--- src/rtl/led_pkg.sv ---
// ---------------------------------------------------------------------------
// led_pkg -- shared types and helpers for the LED pattern generator.
//   led_mode_t : pattern engine selector (up, down, ping-pong scan, Gray)
//   PWM_W      : width of the optional brightness PWM counter
//   presc_w()  : prescaler counter width for a given divide ratio
// ---------------------------------------------------------------------------
package led_pkg;

   typedef enum logic [1:0] {
      MODE_UP   = 2'd0,
      MODE_DOWN = 2'd1,
      MODE_SCAN = 2'd2,
      MODE_GRAY = 2'd3
   } led_mode_t;

   localparam int PWM_W = 4;

   // At least one bit, even for the smallest legal divider (DIV = 2).
   function automatic int presc_w(input int div);
      return (div > 2) ? $clog2(div) : 1;
   endfunction

endpackage

--- src/rtl/led_pattern_gen_tick_gen.sv ---
// ---------------------------------------------------------------------------
// tick_gen -- prescaler that strobes 'tick' once every DIV enabled cycles.
//   clk   : clock
//   rst_n : asynchronous active-low reset
//   en    : count enable; the prescaler holds (is not cleared) while low
//   tick  : high while en=1 and the prescaler sits at DIV-1
// ---------------------------------------------------------------------------
module tick_gen
   import led_pkg::*;
#(
   parameter int DIV = 4
) (
   input  logic clk,
   input  logic rst_n,
   input  logic en,
   output logic tick
);

   localparam int CW = presc_w(DIV);
   localparam logic [CW-1:0] LAST = CW'(DIV - 1);

   logic [CW-1:0] cnt_q, cnt_d;

   always_comb begin
      cnt_d = cnt_q;
      if (en) cnt_d = (cnt_q == LAST) ? '0 : cnt_q + 1'b1;
   end

   always_ff @(posedge clk or negedge rst_n) begin
      if (!rst_n) cnt_q <= '0;
      else        cnt_q <= cnt_d;
   end

   assign tick = en && (cnt_q == LAST);

endmodule

--- src/rtl/led_pattern_gen.sv ---
// ---------------------------------------------------------------------------
// led_pattern_gen -- prescaled LED pattern engine driving an LED bank.
//   clk       : board clock
//   rst_n     : asynchronous active-low reset
//   en        : 1 = free-run on prescaler ticks, 0 = advance only on step
//   step      : single-cycle manual advance, honoured only while en=0
//   mode      : 0 up, 1 down, 2 ping-pong scan, 3 Gray up
//   bright    : (LED_PWM_EN only) PWM duty in 1/16ths
//   tick_o    : one-cycle strobe, coincident with a new pattern
//   pattern_o : logical pattern (1 = lit)
//   led       : physical pins after polarity (and PWM, if enabled)
// Optional feature macro: LED_PWM_EN
// ---------------------------------------------------------------------------
module led_pattern_gen
   import led_pkg::*;
#(
   parameter int CLK_HZ     = 27000000,
   parameter int TICK_HZ    = 2,
   parameter int LED_W      = 6,
   parameter bit ACTIVE_LOW = 1'b1
) (
   input  logic             clk,
   input  logic             rst_n,
   input  logic             en,
   input  logic             step,
   input  logic [1:0]       mode,
`ifdef LED_PWM_EN
   input  logic [PWM_W-1:0] bright,
`endif
   output logic             tick_o,
   output logic [LED_W-1:0] pattern_o,
   output logic [LED_W-1:0] led
);

   localparam int DIV = CLK_HZ / TICK_HZ;
   localparam logic [LED_W-1:0] ONE = LED_W'(1);

   logic       tick;
   logic       adv;
   led_mode_t  mode_in;
   led_mode_t  mode_q, mode_d;
   logic [LED_W-1:0] pat_q, pat_d;
   logic [LED_W-1:0] bin_q, bin_d;
   logic       dir_q, dir_d;      // scan direction of the next move: 0 left, 1 right
   logic       tick_q;
   logic [LED_W-1:0] lit;

   tick_gen #(.DIV(DIV)) u_tick (
      .clk   (clk),
      .rst_n (rst_n),
      .en    (en),
      .tick  (tick)
   );

   assign adv     = tick || (!en && step);
   assign mode_in = led_mode_t'(mode);

   always_comb begin
      mode_d = mode_q;
      pat_d  = pat_q;
      bin_d  = bin_q;
      dir_d  = dir_q;
      if (adv) begin
         if (mode_in != mode_q) begin
            // A mode change shows the new mode's start value instead of advancing.
            mode_d = mode_in;
            case (mode_in)
               MODE_UP:   begin bin_d = '0; pat_d = '0; end
               MODE_DOWN: begin bin_d = '1; pat_d = '1; end
               MODE_SCAN: begin pat_d = ONE; dir_d = 1'b0; end
               default:   begin bin_d = '0; pat_d = '0; end
            endcase
         end else begin
            case (mode_q)
               MODE_UP: begin
                  bin_d = bin_q + 1'b1;
                  pat_d = bin_d;
               end
               MODE_DOWN: begin
                  bin_d = bin_q - 1'b1;
                  pat_d = bin_d;
               end
               MODE_SCAN: begin
                  // Flip direction as the end bit is reached so it shows only once.
                  if (LED_W > 1) begin
                     if (!dir_q) begin
                        pat_d = pat_q << 1;
                        if (pat_d[LED_W-1]) dir_d = 1'b1;
                     end else begin
                        pat_d = pat_q >> 1;
                        if (pat_d[0]) dir_d = 1'b0;
                     end
                  end
               end
               default: begin
                  bin_d = bin_q + 1'b1;
                  pat_d = bin_d ^ (bin_d >> 1);
               end
            endcase
         end
      end
   end

   always_ff @(posedge clk or negedge rst_n) begin
      if (!rst_n) begin
         mode_q <= MODE_UP;
         pat_q  <= '0;
         bin_q  <= '0;
         dir_q  <= 1'b0;
         tick_q <= 1'b0;
      end else begin
         mode_q <= mode_d;
         pat_q  <= pat_d;
         bin_q  <= bin_d;
         dir_q  <= dir_d;
         tick_q <= adv;
      end
   end

   assign tick_o    = tick_q;
   assign pattern_o = pat_q;

`ifdef LED_PWM_EN
   logic [PWM_W-1:0] p_q;

   always_ff @(posedge clk or negedge rst_n) begin
      if (!rst_n) p_q <= '0;
      else        p_q <= p_q + 1'b1;
   end

   assign lit = pat_q & {LED_W{p_q < bright}};
`else
   assign lit = pat_q;
`endif

   assign led = ACTIVE_LOW ? ~lit : lit;

endmodule

--- config.mk ---
export PLATFORM = sky130hd
export DESIGN_NAME = led_pattern_gen
export DESIGN_NICKNAME = d
export VERILOG_FILES = /design/src/rtl/led_pkg.sv /design/src/rtl/led_pattern_gen_tick_gen.sv /design/src/rtl/led_pattern_gen.sv
export SDC_FILE = /design/constraint.sdc
export NUM_CORES = 1
export LEC_CHECK = 0
export CAP_MARGIN = 20
export CORE_MARGIN = 2
export CORE_UTILIZATION = 60
export CTS_BUF_LIST = sky130_fd_sc_hd__clkbuf_8
export CTS_CLUSTER_DIAMETER = 150
export DETAILED_ROUTE_END_ITERATION = 8
export PLACE_DENSITY = 0.81
export SLEW_MARGIN = 20
export SYNTH_ARGS = -nofsm -noshare
export SYNTH_HDL_FRONTEND = slang
export SYNTH_SLANG_ARGS = --single-unit
--- constraint.sdc ---
create_clock -name clk -period 2.35 [get_ports clk]
set_input_delay 0.235 -clock clk [delete_from_list [all_inputs] [get_ports clk]]
set_output_delay 0.235 -clock clk [all_outputs]
set_load 0.01 [all_outputs]
# Word-level counts from Yosys, hierarchy flattened
# Index checks and enable logic that the tools add are counted.
# word_totals
register_bits	40
input_bits	6
out_inout_bits	13
word_cells	43
# op_classes
n_addsub	3
n_eq_ne	9
muxes	14
bitwise	2
reduce_logical	9
# ops
operator	n
6-bit one-hot mux with 2 select lines	3
24-bit by 1-bit adder with 24-bit output (second input constant)	1
24-bit == test (second input constant)	1
24-bit two-way mux	1
6-bit two-way mux	3
6-bit one-hot mux with 3 select lines	1
6-bit by 1-bit adder with 6-bit output (second input constant)	1
1-bit two-way mux	6
6-bit NOT	1
3-bit AND reduction	2
6-bit by 1-bit subtractor with 6-bit output (second input constant)	1
6-bit by 5-bit XOR with 6-bit output	1
2-bit by 1-bit == test with 1-bit output (second input constant)	2
2-bit == test (second input constant)	2
2-bit != test (second input constant)	2
1-bit logical AND	2
2-bit logical NOT	1
2-bit by 1-bit != test with 1-bit output (second input constant)	1
2-bit != test	1
2-bit AND reduction	1
2-bit nonzero test	1
1-bit logical NOT	1
1-bit logical OR	1

# Depth between registers and ports, before layout
# Gate-level depths: netlist of the first run.
# depth
depth_word	4
ltp_mapped	8
depth_no_buf	7

# By module
# A second synthesis of the first run with hierarchy kept.
# hier_totals
cells_unflattened	301
hier_area_um2	2647.5
# modules_own_cells
mod	n_inst	cells_per_inst	area_each_um2	seq_area_each_um2
led_pattern_gen	1	174	1426.4	400.4
tick_gen	1	127	1221.2	600.6

# Worst setup path before layout of the first run
# No wires, ideal clock.
# synth_timing
path_kind	reg2reg
startpoint	register u_tick.cnt_q[8]
endpoint	register bin_q[1]
setup_time_ps	125
arrival_ps	1921
required_ps	2225
setup_slack_ps	305
stages_incl_launch_ff	6
path_buffers	0
synth_period_minus_slack_ps	2045
path_cell_list	dfrtp_1 or4b_4 nor4_4 a31oi_4 nor2_2 mux2_2
# synth_between
elab_chain_cells	4
# synth_lines
item	line_no	text
start: declaration	led_pattern_gen_tick_gen.sv:22	logic [CW-1:0] cnt_q, cnt_d;
start signal: assignment	led_pattern_gen_tick_gen.sv:31	else cnt_q <= cnt_d;
24-bit == test	led_pattern_gen_tick_gen.sv:34	assign tick = en && (cnt_q == LAST);
1-bit logical AND	led_pattern_gen_tick_gen.sv:34	
1-bit logical OR	led_pattern_gen.sv:55	assign adv = tick || (!en && step);
3-bit AND reduction (no source line)	-	
end signal: assignment	led_pattern_gen.sv:114	bin_q <= bin_d;
end: declaration	led_pattern_gen.sv:43	logic [LED_W-1:0] bin_q, bin_d;
# Every way passes these cells.
# A chain may end at the register's enable or synchronous reset.

# Worst setup path after layout of the first run
# Same ends and word-level chain as after synthesis.

==> out/metrics.cfg, run 1 <==
[logic_synthesis]
syn_area_sq_um=2660
synth_edf_count=0
ys_seq_area_frac=0.376
synth.avg_cell_area_sq_um=9.03
ys.flop_type=dfrtp_1
synth_cell_types=54
synth_top_area_frac=0.376
yosysWarnings=0
syn_inst=295
yosys_register_bits=40
synth_area_leaders=dfrtp_1 (38%), xor2_1 (5.6%), xnor2_1 (4.3%), o21ai_0 (3.6%), mux2i_1 (3.4%)
async_flop_share=1.00
synth_largest_area_cell=dfrtp_1
syn_nets=307

[place]
gp_congestion=0.834
hpwl_mm=4.14
io_buffer_count=18

[die]
dieHeight_um=70.6
boundaryPins=19
core_sq_um=4320
row_count=24
dieArea_sq_um=4990
die_w_um=70.6
start_util=0.616

[clocking]
clkSlewWorstSetupHoldPaths_ns=0.08
cts_buffers=5
ctsRootBufferMaster=clkbuf_8
clock_latency_ns=0.30
cts.repair.resized=0
cts_tree=built
cts_setup_buffers=0
htreeDepth=2
clk_path_buf_depth=2
hold_buffers=0
clock-sinks=40

[detailed_routing]
wire_per_inst_um=16.1
drt_iter0_drc=206
avgViaCountPerCell=5.99
ant_nets=0
wl_mm=5.82
num_vias=2170
drcViolationCount=0
drt_first_pass_iters=4

[setup_path]
reg2reg_depth=5
path_max_fanout=4
cp-end-kind=flip-flop
start_kind=flip-flop
r2r-end=bin_q[1]
required_ns=2.54
crit_arrival_ns=2.32
max_stage_delay_ns=0.56
crit_slowest_cell=or4b_4
timing.rr.start=u_tick.cnt_q[8]
crit_family=simple AND/OR/NAND/NOR gates
critPathLaunch=u_tick.cnt_q[8]
cp_num_buf_inv=0
cp-endpoint=bin_q[1]
critPathKind=flip-flop to flip-flop
path_cells=or4b_4 -> nor4_4 -> a31oi_4 -> nor2_2 -> mux2_2
rrSetupSlack_ns=0.22
path_depth=5

[power]
ir_drop_uv=439
p_total_mw=2.25
p_leak_nw=1.31
powerDensity_nw_per_um2=758

[sta]
fin_crit_ns=2.13
fin_crit_sh=0.906
skew_ns=0.0127
rsz0062_at_grt=no
finalSetupViolations=0
hold_violations=0
fmax_mhz=469
tightestPinTransition_ns=0.926
relSlewSlack=0.383
tns_ns=0
drv_slew=0

[cells_and_area]
fin_nets=322
synthToLayoutAreaGrowth_pct=11.6
n_antenna_cell=0
final_layout_size_suffix_gt1_frac=0.0935

[global_route]
grt_pass1_wl_mm=10.2
grt_max_degree=41
grt-ovfl-total=0
grtUsageTotal=0.254
grt_pass1_vias=2139
grt_antenna_before_repair=0

[hold_path]
hold_class=primary input to async pin

[run]
cap_violations=0

[status]
status=completed

-- layer usage --
metal / GRT usage / vias up / share of wire
met1: 0.328 / 1046 / 0.44
met5: 0 / - / 0
met4: 0.0943 / 0 / 0.019
li1: - / 1074 / -
met3: 0.0442 / 11 / 0.030
met2: 0.430 / 39 / 0.51
-- report_power, final --
| group | total (mW) | internal, mW | leakage [nW] | switching (mW) |
|---|---|---|---|---|
| clock network | 0.442 | 0.198 | 0.0452 | 0.244 |
| logic | 0.830 | 0.396 | 0.744 | 0.434 |
| registers | 0.981 | 0.797 | 0.521 | 0.184 |
| total | 2.25 | 1.39 | 1.31 | 0.862 |
-- cell usage after synthesis, types with 2 or more instances --
| cell type | n |
|---|---|
| a211oi_1 | 5 |
| a21boi_0 | 2 |
| mux2_2 | 3 |
| xnor2_1 | 13 |
| ha_1 | 6 |
| nor4_2 | 2 |
| mux2i_1 | 9 |
| a2bb2oi_1 | 3 |
| dfrtp_1 | 40 |
| nor3_1 | 3 |
| nand3_1 | 10 |
| nor2_1 | 24 |
| nand2_1 | 22 |
| and4_1 | 2 |
| a21oi_1 | 11 |
| o211ai_1 | 2 |
| o22ai_1 | 2 |
| a31oi_1 | 4 |
| clkbuf_1 | 12 |
| o2111ai_1 | 2 |
| nor2b_1 | 2 |
| inv_1 | 20 |
| and3_1 | 7 |
| nand4_1 | 10 |
| o21ai_0 | 19 |
| a32o_1 | 2 |
| xor2_1 | 17 |
| buf_2 | 3 |
| nand2b_1 | 6 |
| and2_1 | 8 |
-- placed cells by master (no fill, tap or decap), types with 2 or more instances in the layout --
cell / count
nor2_1: 24
o22ai_1: 2
a211oi_1: 5
a21boi_0: 2
xor2_1: 17
and2_1: 8
clkbuf_8: 5
nand2_1: 22
o21ai_0: 19
mux2i_1: 9
nor4_2: 2
nand2b_1: 6
xnor2_1: 13
clkdlybuf4s50_1: 17
and3_1: 7
dfrtp_1: 40
mux2_2: 3
inv_1: 21
nor2b_1: 2
ha_1: 6
nand3_1: 10
a32o_1: 2
a31oi_1: 4
nor3_1: 3
o211ai_1: 2
o2111ai_1: 2
buf_4: 6
a2bb2oi_1: 3
and4_1: 2
nand4_1: 10
a21oi_1: 11
-- through the flow --
stage	setup slack [ns]	instance area [sq um]	hold slack [ns]	util	instances
2_1_floorplan	0.305	2660	-0.0606	-	295
3_3_place_gp	0.280	2890	0.408	0.669	355
3_5_place_dp	0.212	2890	0.428	0.669	355
4_1_cts	0.209	2970	0.100	0.687	362
5_1_grt	0.0867	2970	0.145	0.687	362
6_report	0.220	2970	0.0572	0.687	362
-- logic make-up (layout without fill, tap and decap cells) --
group / Yosys count / count (layout) / synth area share
AND/OR/NAND/NOR: 103 / 103 / 0.211
AO/OA/AOI/OAI: 67 / 67 / 0.184
flip-flops: 40 / 40 / 0.376
buffers and inverters: 37 / 52 / 0.0564
XOR/XNOR: 30 / 30 / 0.0986
multiplexers: 12 / 12 / 0.0465
adder cells (fa/ha/maj): 6 / 6 / 0.0282
-- flip-flops by register name, summed over array words and instances (netlist names) --
name	flops
u_tick.cnt_q	24
bin_q	6
pattern_o	6
mode_q	2
dir_q	1
tick_o	1
-- cell type report --
type	count	area [sq um]
Inverter	20	75.1
Timing Repair Buffer	25	240
Multi-Input combinational cell	218	1510
Fill cell	358	1350
Sequential cell	40	1000
Tap cell	52	65.1
Clock inverter	2	8.76
Clock buffer	5	68.8
-- worst min-delay path by stage --
stage,endpoint,cells after the start
2_1_floorplan,bin_q[0],0
3_3_place_gp,pattern_o[4],1
3_5_place_dp,bin_q[2],1
4_1_cts,pattern_o[3],1
5_1_grt,pattern_o[3],1
6_report,bin_q[2],1
No activity file was read; power rests on OpenSTA's default activity.
==> run 2: changes to the inputs <==
==> constraint.sdc (replaced) <==
create_clock -name clk -period 2.35 [get_ports clk]
set_input_delay 0.235 -clock clk [delete_from_list [all_inputs] [get_ports clk]]
set_output_delay 0.235 -clock clk [all_outputs]
set_load 0.1 [all_outputs]
==> out/metrics.cfg, run 2 (same netlist as run 1, synthesis figures left out) <==
[global_route]
grt_pass1_vias=2126  ; was 2139
grtUsageTotal=0.250  ; was 0.254
grt-ovfl-total=0  ; unchanged
grt_pass1_wl_mm=9.96  ; was 10.2 mm
grt_max_degree=29  ; was 41
grt_antenna_before_repair=0  ; unchanged

[sta]
finalSetupViolations=0  ; unchanged
tightestPinTransition_ns=0.641  ; was 0.926 ns
fin_crit_ns=2.23  ; was 2.13 ns
skew_ns=0.0101  ; was 0.0127 ns
setup_slack_ns=0.120  ; was 0.220 ns
tns_ns=0  ; unchanged
drv_slew=0  ; unchanged
relSlewSlack=0.572  ; was 0.383
fmax_mhz=448  ; was 469 MHz
hold_violations=0  ; unchanged
rsz0062_at_grt=no  ; unchanged
fin_crit_sh=0.949  ; was 0.906

[cells_and_area]
fin_nets=324  ; was 322
final_layout_size_suffix_gt1_frac=0.150  ; was 0.0935
finish.utilization=0.687  ; unchanged
final_cell_area_sq_um=2970  ; unchanged
final_common_cell=dfrtp_1  ; unchanged
n_antenna_cell=0  ; unchanged
layout_common_cells=dfrtp_1 (39), nor2_1 (24), nand2_1 (22)  ; was dfrtp_1 (40), nor2_1 (24), nand2_1 (22)
synthToLayoutAreaGrowth_pct=11.6  ; unchanged
regMostFlops=u_tick.cnt_q  ; unchanged
largest_reg_flops=24  ; unchanged

[power]
internal_power_mw=1.38  ; was 1.39 mW
ir_drop_uv=541  ; was 439 uV
p_leak_nw=1.33  ; was 1.31 nW
seqPwrFrac=0.374  ; was 0.435
p_sw_mw=1.26  ; was 0.862 mW
pwr-share-clk=0.172  ; was 0.196
powerDensity_nw_per_um2=891  ; was 758 nW/um^2
p_sw_frac=0.477  ; was 0.383
power_frac_comb=0.454  ; was 0.369

[setup_path]
start_kind=flip-flop  ; unchanged
path_max_fanout=6  ; was 4
crit_arrival_ns=2.40  ; was 2.32 ns
critPathKind=flip-flop to flip-flop  ; unchanged
cp-end-kind=flip-flop  ; unchanged
required_ns=2.52  ; was 2.54 ns

[clocking]
clkSlewWorstSetupHoldPaths_ns=0.08  ; about the same
htreeDepth=2  ; unchanged
cts_tree=built  ; unchanged
ctsRootBufferMaster=clkbuf_8  ; unchanged
clock_latency_ns=0.29  ; was 0.30 ns
cts_buffers=5  ; unchanged
cts_setup_buffers=0  ; unchanged
clock-sinks=40  ; unchanged
clk_path_buf_depth=2  ; unchanged

[die]
die_w_um=70.6  ; unchanged
dieArea_sq_um=4990  ; unchanged
dieHeight_um=70.6  ; unchanged
row_count=24  ; unchanged
boundaryPins=19  ; unchanged
start_util=0.616  ; unchanged
core_sq_um=4320  ; unchanged

[detailed_routing]
avgViaCountPerCell=6.04  ; was 5.99
drt_first_pass_iters=4  ; unchanged
ant_nets=0  ; unchanged
wl_mm=5.68  ; was 5.82 mm
num_vias=2206  ; was 2170
wire_per_inst_um=15.6  ; was 16.1 um
drcViolationCount=0  ; unchanged
drt_iter0_drc=233  ; was 206

[place]
detailedPlace.worstSlack_ns=0.173  ; was 0.212 ns
io_buffer_count=18  ; unchanged
gp_congestion=0.853  ; was 0.834
hpwl_mm=4.11  ; was 4.14 mm
place_area_sq_um=2870  ; was 2890 sq um

[hold_path]
hold_class=primary input to async pin  ; unchanged

[status]
status=completed  ; unchanged

[run]
cap_violations=0  ; unchanged

[run 2: worst paths after layout]
kind | cells past startpoint | slack (ns) | startpoint | endpoint
worst max-delay path | 5 | 0.12 | u_tick.cnt_q[8] | bin_q[1]
worst min-delay path | 2 | 0.49 | rst_n | pattern_o[3]
worst max register to register | 5 | 0.12 | u_tick.cnt_q[8] | bin_q[1]
worst min register to register | 1 | 0.50 | u_tick.cnt_q[4] | u_tick.cnt_q[4]
max in group asynchronous | 3 | 1.21 | rst_n | u_tick.cnt_q[2]
min in group clk | 1 | 0.50 | u_tick.cnt_q[4] | u_tick.cnt_q[4]
[run 2: repair_timing]
| action | in CTS | in global routing |
|---|---|---|
| gates resized for setup | 0 | 0 |
| hold buffers | 1 | 0 |
| hold endpoints to repair | 27 | 0 |
[run 2: per-stage QoR]
| stage | power (mW) | hold WS, ns | std cells |
|---|---|---|---|
| after floorplan | 1.92 | -0.0606 | 295 |
| after global placement | 2.16 | 0.291 | 356 |
| after detailed placement | 2.19 | 0.301 | 356 |
| after CTS | 2.66 | 0.502 | 365 |
| after global routing | 2.81 | 0.534 | 365 |
| final | 2.65 | 0.493 | 365 |
[run 2: cell type report]
class | count | area, sq um
Clock buffer | 5 | 68.8
Timing Repair Buffer | 27 | 225
Clock inverter | 3 | 18.8
Inverter | 20 | 78.8
Fill cell | 348 | 1350
Multi-Input combinational cell | 218 | 1510
Tap cell | 52 | 65.1
Sequential cell | 40 | 1000
[run 2: power by group through the flow]
| stage | Combinational [mW] | Clock, mW | Sequential (mW) |
|---|---|---|---|
| global placement | 1.17 | 0 | 0.991 |
| finish | 1.20 | 0.456 | 0.990 |
| floorplan | 0.807 | 0 | 1.11 |
| global route | 1.29 | 0.497 | 1.02 |
| CTS | 1.20 | 0.473 | 0.987 |
| detailed placement | 1.19 | 0 | 0.999 |
[run 2: worst max-delay path, stage by stage (launching register included)]
cell     delay (ns)
dfrtp_1        0.42
or4b_4         0.56
nor4_4         0.36
a31oi_4        0.20
nor2_2         0.21
mux2_2         0.36
[run 2: per-layer routing]
metal | global-route usage | vias to the layer above | routed length [um]
met1 | 0.334 | 1067 | 2550
met5 | 0 | - | 0
li1 | - | 1073 | -
met3 | 0.0385 | 9 | 249
met2 | 0.414 | 57 | 2790
met4 | 0.0943 | 0 | 86
==> run 3: changes to the inputs <==
--- a/config.mk
+++ b/config.mk
@@ -10,6 +10,7 @@
 export CORE_UTILIZATION = 60
 export CTS_BUF_LIST = sky130_fd_sc_hd__clkbuf_8
 export CTS_CLUSTER_DIAMETER = 150
+export CTS_CLUSTER_SIZE = 16
 export DETAILED_ROUTE_END_ITERATION = 8
 export PLACE_DENSITY = 0.81
 export SLEW_MARGIN = 20
==> results of run 3 <==
No change in the layout: final DEF, timing and power equal those of run 2.
